### src/rtl/ifetch_unit.sv
// ifetch_unit
// Instruction fetch stage. Issues one word-aligned fetch at a time to
// instruction memory, captures the returned word in an instruction register
// and holds it until downstream retires it. Then it computes the next fetch
// address: a jump, a taken branch, or sequential.
//
// Ports
//   clk          single clock, rising edge
//   reset        asynchronous active-high reset
//   imem_req     fetch request (high only while fetching)
//   imem_addr    fetch address, always equal to pc
//   imem_ack     memory returns data this cycle (only honoured while fetching)
//   imem_rdata   returned instruction word
//   instr        instruction register
//   pc           address of the word held in instr
//   pcplus4      pc + 4 (mod 2^32)
//   instr_valid  instr holds an instruction waiting to retire
//   instr_ready  downstream retires the held instruction this cycle
//   branch       decoder branch control for the held instruction
//   jump         decoder jump control for the held instruction
//   zero         ALU zero flag for the held instruction
module ifetch_unit #(
  parameter logic [31:0] RESET_PC = 32'h00000000
) (
  input  logic        clk,
  input  logic        reset,
  output logic        imem_req,
  output logic [31:0] imem_addr,
  input  logic        imem_ack,
  input  logic [31:0] imem_rdata,
  output logic [31:0] instr,
  output logic [31:0] pc,
  output logic [31:0] pcplus4,
  output logic        instr_valid,
  input  logic        instr_ready,
  input  logic        branch,
  input  logic        jump,
  input  logic        zero
);

  // Fetch addresses are always word aligned, whatever the parameter says.
  localparam logic [31:0] RESET_PC_ALIGNED = {RESET_PC[31:2], 2'b00};

  typedef enum logic [1:0] {
    IDLE  = 2'b00,
    FETCH = 2'b01,
    HOLD  = 2'b10
  } state_t;

  state_t      state_r;
  logic [31:0] pc_r;
  logic [31:0] pcplus4_r;
  logic [31:0] instr_r;
  logic        instr_valid_r;
  logic        imem_req_r;
  logic [31:0] next_pc_s;

  // Branch displacement: sign-extended word offset, scaled to bytes.
  function automatic logic [31:0] branch_offset(input logic [15:0] imm);
    return {{14{imm[15]}}, imm, 2'b00};
  endfunction

  // Jump target: keeps the 256 MB region of the sequential address.
  function automatic logic [31:0] jump_target(input logic [3:0]  region,
                                              input logic [25:0] index);
    return {region, index, 2'b00};
  endfunction

  // Next-pc select; jump outranks a taken branch. Carries out of bit 31 are dropped.
  always_comb begin
    next_pc_s = pcplus4_r;
    if (jump) begin
      next_pc_s = jump_target(pcplus4_r[31:28], instr_r[25:0]);
    end else if (branch && zero) begin
      next_pc_s = pcplus4_r + branch_offset(instr_r[15:0]);
    end else begin
      next_pc_s = pcplus4_r;
    end
  end

  // Fetch sequencer: owns state, pc, instruction register and handshake outputs.
  // pcplus4 is kept as its own register, updated together with pc.
  always_ff @(posedge clk or posedge reset) begin
    if (reset) begin
      state_r       <= IDLE;
      pc_r          <= RESET_PC_ALIGNED;
      pcplus4_r     <= RESET_PC_ALIGNED + 32'd4;
      instr_r       <= 32'h00000000;
      instr_valid_r <= 1'b0;
      imem_req_r    <= 1'b0;
    end else begin
      case (state_r)
        IDLE: begin
          state_r       <= FETCH;
          imem_req_r    <= 1'b1;
          instr_valid_r <= 1'b0;
        end
        FETCH: begin
          if (imem_ack) begin
            instr_r       <= imem_rdata;
            state_r       <= HOLD;
            imem_req_r    <= 1'b0;
            instr_valid_r <= 1'b1;
          end else begin
            imem_req_r    <= 1'b1;
            instr_valid_r <= 1'b0;
          end
        end
        HOLD: begin
          // branch/jump/zero only matter on this retiring edge
          if (instr_ready) begin
            pc_r          <= next_pc_s;
            pcplus4_r     <= next_pc_s + 32'd4;
            state_r       <= FETCH;
            imem_req_r    <= 1'b1;
            instr_valid_r <= 1'b0;
          end else begin
            imem_req_r    <= 1'b0;
            instr_valid_r <= 1'b1;
          end
        end
        default: begin
          state_r       <= IDLE;
          imem_req_r    <= 1'b0;
          instr_valid_r <= 1'b0;
        end
      endcase
    end
  end

  assign imem_req    = imem_req_r;
  assign imem_addr   = pc_r;
  assign pc          = pc_r;
  assign pcplus4     = pcplus4_r;
  assign instr       = instr_r;
  assign instr_valid = instr_valid_r;

endmodule

### config.mk
export PLATFORM = sky130hd
export DESIGN_NAME = ifetch_unit
export DESIGN_NICKNAME = d
export VERILOG_FILES = /design/src/rtl/ifetch_unit.sv
export SDC_FILE = /design/constraint.sdc
export NUM_CORES = 1
export LEC_CHECK = 0
export BUFFER_PORTS_ARGS = -buffer_cell sky130_fd_sc_hd__buf_2
export CORE_MARGIN = 3
export CORE_UTILIZATION = 50
export DETAILED_ROUTE_END_ITERATION = 16
export PLACE_DENSITY = 0.76
export SYNTH_ARGS = -nofsm -noshare
export SYNTH_HDL_FRONTEND = slang
export SYNTH_SLANG_ARGS = --single-unit
### constraint.sdc
create_clock -name clk -period 7.94 [get_ports clk]
set_input_delay 0.397 -clock clk [delete_from_list [all_inputs] [get_ports clk]]
set_output_delay 0.397 -clock clk [all_outputs]
set_load 0.05 [all_outputs]
[After elaboration in Yosys (flattened, before gate mapping)]
Cells that the tools add are included.
Storage, ports and cells
  register bits after elaboration: 100
Operators by class
  add/subtract/negate cells: 2
  eq/ne operators: 4
  mux-type cells: 11
  reduce and logical (&&, ||, !) cells: 5
Operators by type and width (number)
  2-to-1 mux 32 bit: 2
  adder 32 x 3 -> 32 bit (second input constant): 1
  adder 32 bit: 1
  one-hot mux 2 bit (3 select lines): 1
  AND reduction 2 bit: 3
  2-to-1 mux 1 bit: 4
  2-to-1 mux 2 bit: 2
  inequality test 2 bit (second input constant): 2
  one-hot mux 1 bit (3 select lines): 1
  equality test 2 x 1 -> 1 bit (second input constant): 1
  equality test 2 bit (second input constant): 1
  zero test 2 bit: 1
  one-hot mux 1 bit (2 select lines): 1
  logical AND 1 bit: 1

[Logic depth before layout (Yosys ltp)]
Gate-level depths: netlist (run 1).
  depth in word-level cells: 4
  depth in mapped cells: 15
  depth with buffers taken out: 15

[Worst setup path after synthesis (run 1)]
Ideal clock, no wire load.
  path kind: reg-to-reg
  start: reg pcplus4_r[2], in the netlist pcplus4[2]
  end: reg pcplus4_r[30], in the netlist pcplus4[30]
  setup time: 0.126 ns
  data arrival time: 4.073 ns
  setup slack: 3.741 ns
  stages on the path, launching flop included: 14
  buffers on the path: 0
  period minus slack after synthesis: 4.199 ns
  cell sequence: dfstp_2 > ha_1 > inv_1 > fa_1 > nor2b_1 > o31a_1 > nor3_1 > o31a_1 > o31ai_1 > nand2_1 > or4_4 > nand3b_4 > or4_4 > a221o_1
On the way
  longest elaborated chain between the ends: 4
RTL lines
  from (decl): RTL line 52  | logic [31:0] pcplus4_r;
  from (signal assigned): RTL line 87  | pcplus4_r <= RESET_PC_ALIGNED + 32'd4;
  from (signal assigned): RTL line 113  | pcplus4_r <= next_pc_s + 32'd4;
  adder 32 bit: RTL line 75  | next_pc_s = pcplus4_r + branch_offset(instr_r[15:0]);
  2-to-1 mux 32 bit *: RTL line 74  | end else if (branch && zero) begin
  2-to-1 mux 32 bit *: RTL line 72  | if (jump) begin
  adder 32 x 3 -> 32 bit *: RTL line 113
Mark *: on every way between the ends. The rest lies on a longest branch, timed or not.
A chain may end at the register's enable or synchronous reset.

[Final worst setup path (run 1)]
Same ends and word-level chain as after synthesis.

==> results of run 1 <==
==> through the flow <==
step,cell area [sq um],setup WS [ps]
after floorplan,6840,3740
after global placement,7490,3640
after detailed placement,7490,3540
after CTS,7790,3600
after global routing,7790,3310
final,7790,3560
==> area by class of cell <==
class | instances | area [sq um]
fill | 1236 | 5500
sequential | 96 | 2400
inverter | 11 | 43.8
multi-input combinational | 589 | 3990
clock buffer | 9 | 225
timing repair buffer | 165 | 833
clock inverter | 7 | 78.8
tap | 176 | 220
==> metal layers <==
layer / GRT usage / up-vias / routed length, um
li1: - / 2953 / -
met1: 0.347 / 2960 / 8330
met2: 0.377 / 222 / 8280
met3: 0.0465 / 21 / 1380
met4: 0.0623 / 0 / 279
met5: 0 / - / 0
==> critical path, cell delays in order (launching register included) <==
cell	delay [ps]
sky130_fd_sc_hd__dfstp_2	550
sky130_fd_sc_hd__ha_1	160
sky130_fd_sc_hd__inv_1	60
sky130_fd_sc_hd__fa_1	410
sky130_fd_sc_hd__nor2b_1	230
sky130_fd_sc_hd__o31ai_1	150
sky130_fd_sc_hd__a311oi_2	370
sky130_fd_sc_hd__a31oi_1	160
sky130_fd_sc_hd__xnor2_1	200
sky130_fd_sc_hd__a221oi_1	240
sky130_fd_sc_hd__nor4b_2	680
sky130_fd_sc_hd__nand3b_4	190
sky130_fd_sc_hd__or4_4	550
sky130_fd_sc_hd__a221o_1	330
==> layout by cell type, fill, tap and decap left out, drive strengths merged, types with 20 or more instances in the layout <==
cell type | synthesis | final
nor2 | 36 | 36
a21oi | 39 | 39
dfrtp | 95 | 95
nand2 | 102 | 102
xor2 | 20 | 20
o21ai | 78 | 78
mux2 | 47 | 47
buf | 46 | 165
nor3 | 25 | 25
ha | 34 | 34
==> logic make-up after synthesis <==
family	synth area share
buffers and inverters	0.0668
DFF	0.352
xor gates and xnor gates	0.0462
muxes	0.0893
other	0.000550
adders and majority gates	0.0653
AOI/OAI and AO/OA	0.194
and+or+nand+nor	0.186
==> sequential cells by signal, summed over array words and instances (netlist names) <==
signal / flops
imem_addr: 30
imem_req: 1
pcplus4: 30
instr: 32
instr_valid: 1
state_r: 2
==> worst min-delay path by stage <==
stage	from	end	cells past startpoint	slack (ps)
after floorplan	state_r[1]$_DFFE_PP0P_	state_r[1]$_DFFE_PP0P_	2	530
after global placement	imem_addr[15]$_DFFE_PP0P_	imem_addr[15]$_DFFE_PP0P_	2	480
after global routing	reset	instr[31]$_DFFE_PP0P_	2	130
after CTS	reset	instr[31]$_DFFE_PP0P_	2	100
after detailed placement	reset	instr[31]$_DFFE_PP0P_	2	480
final	reset	instr[31]$_DFFE_PP0P_	2	80
==> results.ini, run 1 <==
[setup_path]
worst_ep_arrival_time_ps = 4630
endpoint_kind = flip-flop
worst_setup_path_start_kind = flip-flop
r2r-end = pcplus4[30]$_DFFE_PP0P_
reg2reg_slack_ps = 3560
critPathLaunch = pcplus4[2]$_DFFE_PP1P_
critPathRequiredTime_ps = 8190
crit_path_max_fanout = 6
path_class = reg2reg
startpoint_of_the_most_critical_register_to_register_path = pcplus4[2]$_DFFE_PP1P_
rr_worst_depth = 13
setup.worst_path.end = pcplus4[30]$_DFFE_PP0P_

[run]
cap_violations = 0

[clock_network]
clock_tree.root_cell = sky130_fd_sc_hd__clkbuf_16
tritoncts = yes
htreeDepth = 3
clk_transition_reported_paths_ps = 80
cts.hold.buffers_added = 0
tritoncts.num_buffers = 9
post-cts-setup-buffers = 0
postCtsResizedCells = 0
max-clock-path-buffers = 2
insertion_delay_ps = 360
tritoncts_num_sinks = 96

[routing]
postRouteAntennaNets = 0
drt_wl_total_um = 18300
routed_wire_length_per_instance_um = 17.3
detailed_route_iter0_violations = 362
viasPerCell = 5.85
first_pass_iters = 5
detail_route.drc_violations = 0
dr_total_vias = 6156

[floorplanning]
start_util = 0.513
die_area_sq_um = 15100
die_height_um = 123
number_of_cell_rows = 42
dieWidth_um = 123
total_core_area_sq_um = 13300
io_pins = 169

[global_route]
grt_pass1_vias = 5708
grt_overflow = 0
grt_usage = 0.242
maximum_number_of_pins_on_one_net_before_global_route_repair = 91
antenna_found_initial = 0
grt_first_pass_wirelength_um = 28800

[sta]
fin_skew_ps = 14.4
timing.final.max_slew_violations = 0
finalSetupViolCount = 0
fmaxAchievable_mhz = 228
hold_ws_ps = 80.8
timing_worst_slew_pin_value_ps = 1100
timing.slew.headroom = 0.267
unrepaired_setup_endpoints_after_global_routing = false
timing_hold_violations_final = 0
min_period_over_period = 0.552
min_period_ps = 4380
final.setup.tns_ps = 0

[logic_synthesis]
syn_area_sq_um = 6820
synth_enable_flop_cells = 0
synthArstFlopShare = 1.00
synth_top_cell_area_share = 0.348
syn-mean-instance-area_sq_um = 8.93
synth_area_leaders = sky130_fd_sc_hd__dfrtp_1 (35%), sky130_fd_sc_hd__mux2_2 (7.8%), sky130_fd_sc_hd__ha_1 (6.2%)
yosys.cell_count.top_type = sky130_fd_sc_hd__nand2_1
synth_flop_cell = sky130_fd_sc_hd__dfrtp_1
yosysSeqAreaShare = 0.352
synthDominantAreaCellType = sky130_fd_sc_hd__dfrtp_1
syn-instance-count = 764
synth_top_cells_by_count = sky130_fd_sc_hd__nand2_1 (102), sky130_fd_sc_hd__dfrtp_1 (95), sky130_fd_sc_hd__o21ai_0 (57), sky130_fd_sc_hd__mux2_2 (47), sky130_fd_sc_hd__a21oi_1 (39)
synth.distinct_cells = 72
postSynthRegisterBits = 96
ys.warnings.count = 0

[cells_and_area]
final_layout_size_suffix_gt1_frac = 0.282
finish.net_count = 946
finish.cell_count_without_fillers = 1053
number_of_diodes = 0
final_util = 0.586
flow.area_growth_from_synthesis_pct = 14.2

[place]
dp.cells = 1037
hpwl_dp_um = 13500
buffer_ports.inserted = 162
gp_congestion = 0.961

[outcome]
run_status = finished, final reports clean

[worst_hold_path]
timing.hold.worst.class = in2async

Power of run 1 is left out: the tool's default activity adds up to more than one toggle a clock period on the data nets, which glitch-free logic cannot reach.
==> run 2, diff against run 1 <==
clock period = 4.36 ns   (was 7.94 ns; I/O delays follow)
==> results.ini, run 2 (synthesis results as in run 1) <==
[setup_path]
path_class = reg2reg  ; unchanged
worst_ep_arrival_time_ps = 4390  ; was 4630 ps
setup.worst_path.end = pcplus4[30]$_DFFE_PP0P_  ; unchanged
critPathBufInv = 1  ; unchanged
startpoint_of_the_most_critical_register_to_register_path = pcplus4[2]$_DFFE_PP1P_  ; unchanged
endpoint_kind = flip-flop  ; unchanged
sequence_of_cells_on_the_critical_path = ha_1 -> inv_1 -> fa_1 -> nor2b_2 -> o31ai_1 -> a311oi_2 -> nor2_1 -> xor2_1 -> a2111o_1 -> or4_4 -> nand3b_4 -> or4_4 -> a221o_1  ; was ha_1 -> inv_1 -> fa_1 -> nor2b_1 -> o31ai_1 -> a311oi_2 -> a31oi_1 -> xnor2_1 -> a221oi_1 -> nor4b_2 -> nand3b_4 -> or4_4 -> a221o_1
rr_worst_depth = 13  ; unchanged
timing.critical_path.slowest_stage_cell = sky130_fd_sc_hd__dfstp_2  ; was sky130_fd_sc_hd__nor4b_2
critPathRequiredTime_ps = 4610  ; was 8190 ps
reg2reg_slack_ps = 220  ; was 3560 ps
worst_setup_path_start_kind = flip-flop  ; unchanged
crit_cells = 13  ; unchanged
cp_top_family = simple AND/OR/NAND/NOR gates  ; unchanged
crit_path_max_fanout = 6  ; unchanged
r2r-end = pcplus4[30]$_DFFE_PP0P_  ; unchanged
slowest_delay_ps = 550  ; was 680 ps
critPathLaunch = pcplus4[2]$_DFFE_PP1P_  ; unchanged
critPathMostFrequentCell = sky130_fd_sc_hd__or4_4

[cells_and_area]
multi_input_area_sq_um = 4010  ; was 3990 sq um
number_of_diodes = 0  ; unchanged
largest_reg_flops = 32  ; unchanged
leading_cell_types_in_the_layout_fill_and_taps_excluded = sky130_fd_sc_hd__buf_2 (162), sky130_fd_sc_hd__nand2_1 (100), sky130_fd_sc_hd__dfrtp_1 (95)  ; unchanged
layout.area.seq_sq_um = 2400  ; unchanged
fill_cells = 1219  ; was 1236
flow.area_growth_from_synthesis_pct = 16.8  ; was 14.2%
stdcell_area_sq_um = 7970  ; was 7790 sq um
layout_commonest_cell = sky130_fd_sc_hd__buf_2  ; unchanged
final_layout_size_suffix_gt1_frac = 0.300  ; was 0.282
finish.cell_count_without_fillers = 1072  ; was 1053
finish.net_count = 965  ; was 946

[floorplanning]
start_util = 0.513  ; unchanged
number_of_cell_rows = 42  ; unchanged
dieWidth_um = 123  ; unchanged
total_core_area_sq_um = 13300  ; unchanged
die_height_um = 123  ; unchanged
die_area_sq_um = 15100  ; unchanged
io_pins = 169  ; unchanged

[sta]
finalSetupViolCount = 0  ; unchanged
fmaxAchievable_mhz = 241  ; was 228 MHz
fin_skew_ps = 14.3  ; was 14.4 ps
min_period_ps = 4140  ; was 4380 ps
timing_worst_slew_pin_value_ps = 913  ; was 1100 ps
timing.slew.headroom = 0.389  ; was 0.267
timing.final.max_slew_violations = 0  ; unchanged
timing_hold_violations_final = 0  ; unchanged
min_period_over_period = 0.950  ; was 0.552
final.setup.tns_ps = 0  ; unchanged
unrepaired_setup_endpoints_after_global_routing = false  ; unchanged

[clock_network]
tritoncts.num_buffers = 9  ; unchanged
max-clock-path-buffers = 2  ; unchanged
clock_tree.root_cell = sky130_fd_sc_hd__clkbuf_16  ; unchanged
tritoncts_num_sinks = 96  ; unchanged
insertion_delay_ps = 360  ; about the same
post-cts-setup-buffers = 0  ; unchanged
clk_transition_reported_paths_ps = 70  ; was 80 ps
htreeDepth = 3  ; unchanged
tritoncts = yes  ; unchanged

[routing]
viasPerCell = 5.80  ; was 5.85
postRouteAntennaNets = 0  ; unchanged
drt_wl_total_um = 18800  ; was 18300 um
first_pass_iters = 5  ; unchanged
dr_total_vias = 6213  ; was 6156
detail_route.drc_violations = 0  ; unchanged
routed_wire_length_per_instance_um = 17.6  ; was 17.3 um
detailed_route_iter0_violations = 396  ; was 362

[place]
gp_congestion = 0.957  ; was 0.961
dp.cells = 1055  ; was 1037
buffer_ports.inserted = 162  ; unchanged
hpwl_dp_um = 14200  ; was 13500 um
dpl_cell_area_sq_um = 7620  ; was 7490 sq um

[run]
cap_violations = 0  ; unchanged

[global_route]
grt_usage = 0.252  ; was 0.242
antenna_found_initial = 0  ; unchanged
maximum_number_of_pins_on_one_net_before_global_route_repair = 69  ; was 91
grt_overflow = 0  ; unchanged
grt_pass1_vias = 5657  ; was 5708
grt_first_pass_wirelength_um = 29600  ; was 28800 um

[worst_hold_path]
min_delay_path_depth = 2
timing.hold.worst.class = in2reg  ; was in2async

[outcome]
run_status = finished, final reports clean  ; unchanged

[run 2: cell count changes in the layout (fill, tap and decap cells not counted), sizes merged]
cell	change
dlygate4sd3	+1
clkinvlp	-2
buf	+18
clkbuf	+2
[run 2: area by class of cell]
class                   instances  area share
flip-flops and latches         96       0.302
multi-input cells             589       0.503
clock inverters                 5     0.00770
well taps                     176      0.0276
repair buffers                184       0.123
inverters                      11     0.00550
clock buffers                  11      0.0317
[run 2: per-stage QoR]
step | util | hold slack (ps) | worst slack [ps]
floorplan | - | 369 | 161
global placement | 0.573 | 288 | 266
detailed placement | 0.573 | 299 | 162
CTS | 0.598 | 76.8 | 157
global route | 0.599 | 72.7 | 35.9
finish | 0.599 | 82.5 | 219
[run 2: how the worst min path moves through the flow]
stage,endpoint,slack [ps],startpoint
5_1_grt,instr[1]$_DFFE_PP0P_,70,imem_rdata[1]
3_3_place_gp,instr[2]$_DFFE_PP0P_,290,reset
4_1_cts,instr[0]$_DFFE_PP0P_,80,imem_rdata[0]
6_report,instr[25]$_DFFE_PP0P_,80,imem_rdata[25]
3_5_place_dp,pcplus4[5]$_DFFE_PP0P_,300,reset
2_1_floorplan,instr[10]$_DFFE_PP0P_,370,imem_rdata[10]
[run 2: what timing repair did]
action / 4_1_cts / 5_1_grt
hold buffers: 1 / 0
endpoints found under the setup margin: 0 / 2
resized for setup: 0 / 5
hold endpoints to repair: 41 / 0
[run 2: routing by layer]
layer	vias up	track usage	share of wire
met5	-	0	0
met4	0	0.0714	0.019
met3	27	0.0553	0.077
met2	260	0.386	0.45
met1	2928	0.360	0.46
li1	2998	-	-
Power of run 2 is left out for the same reason.
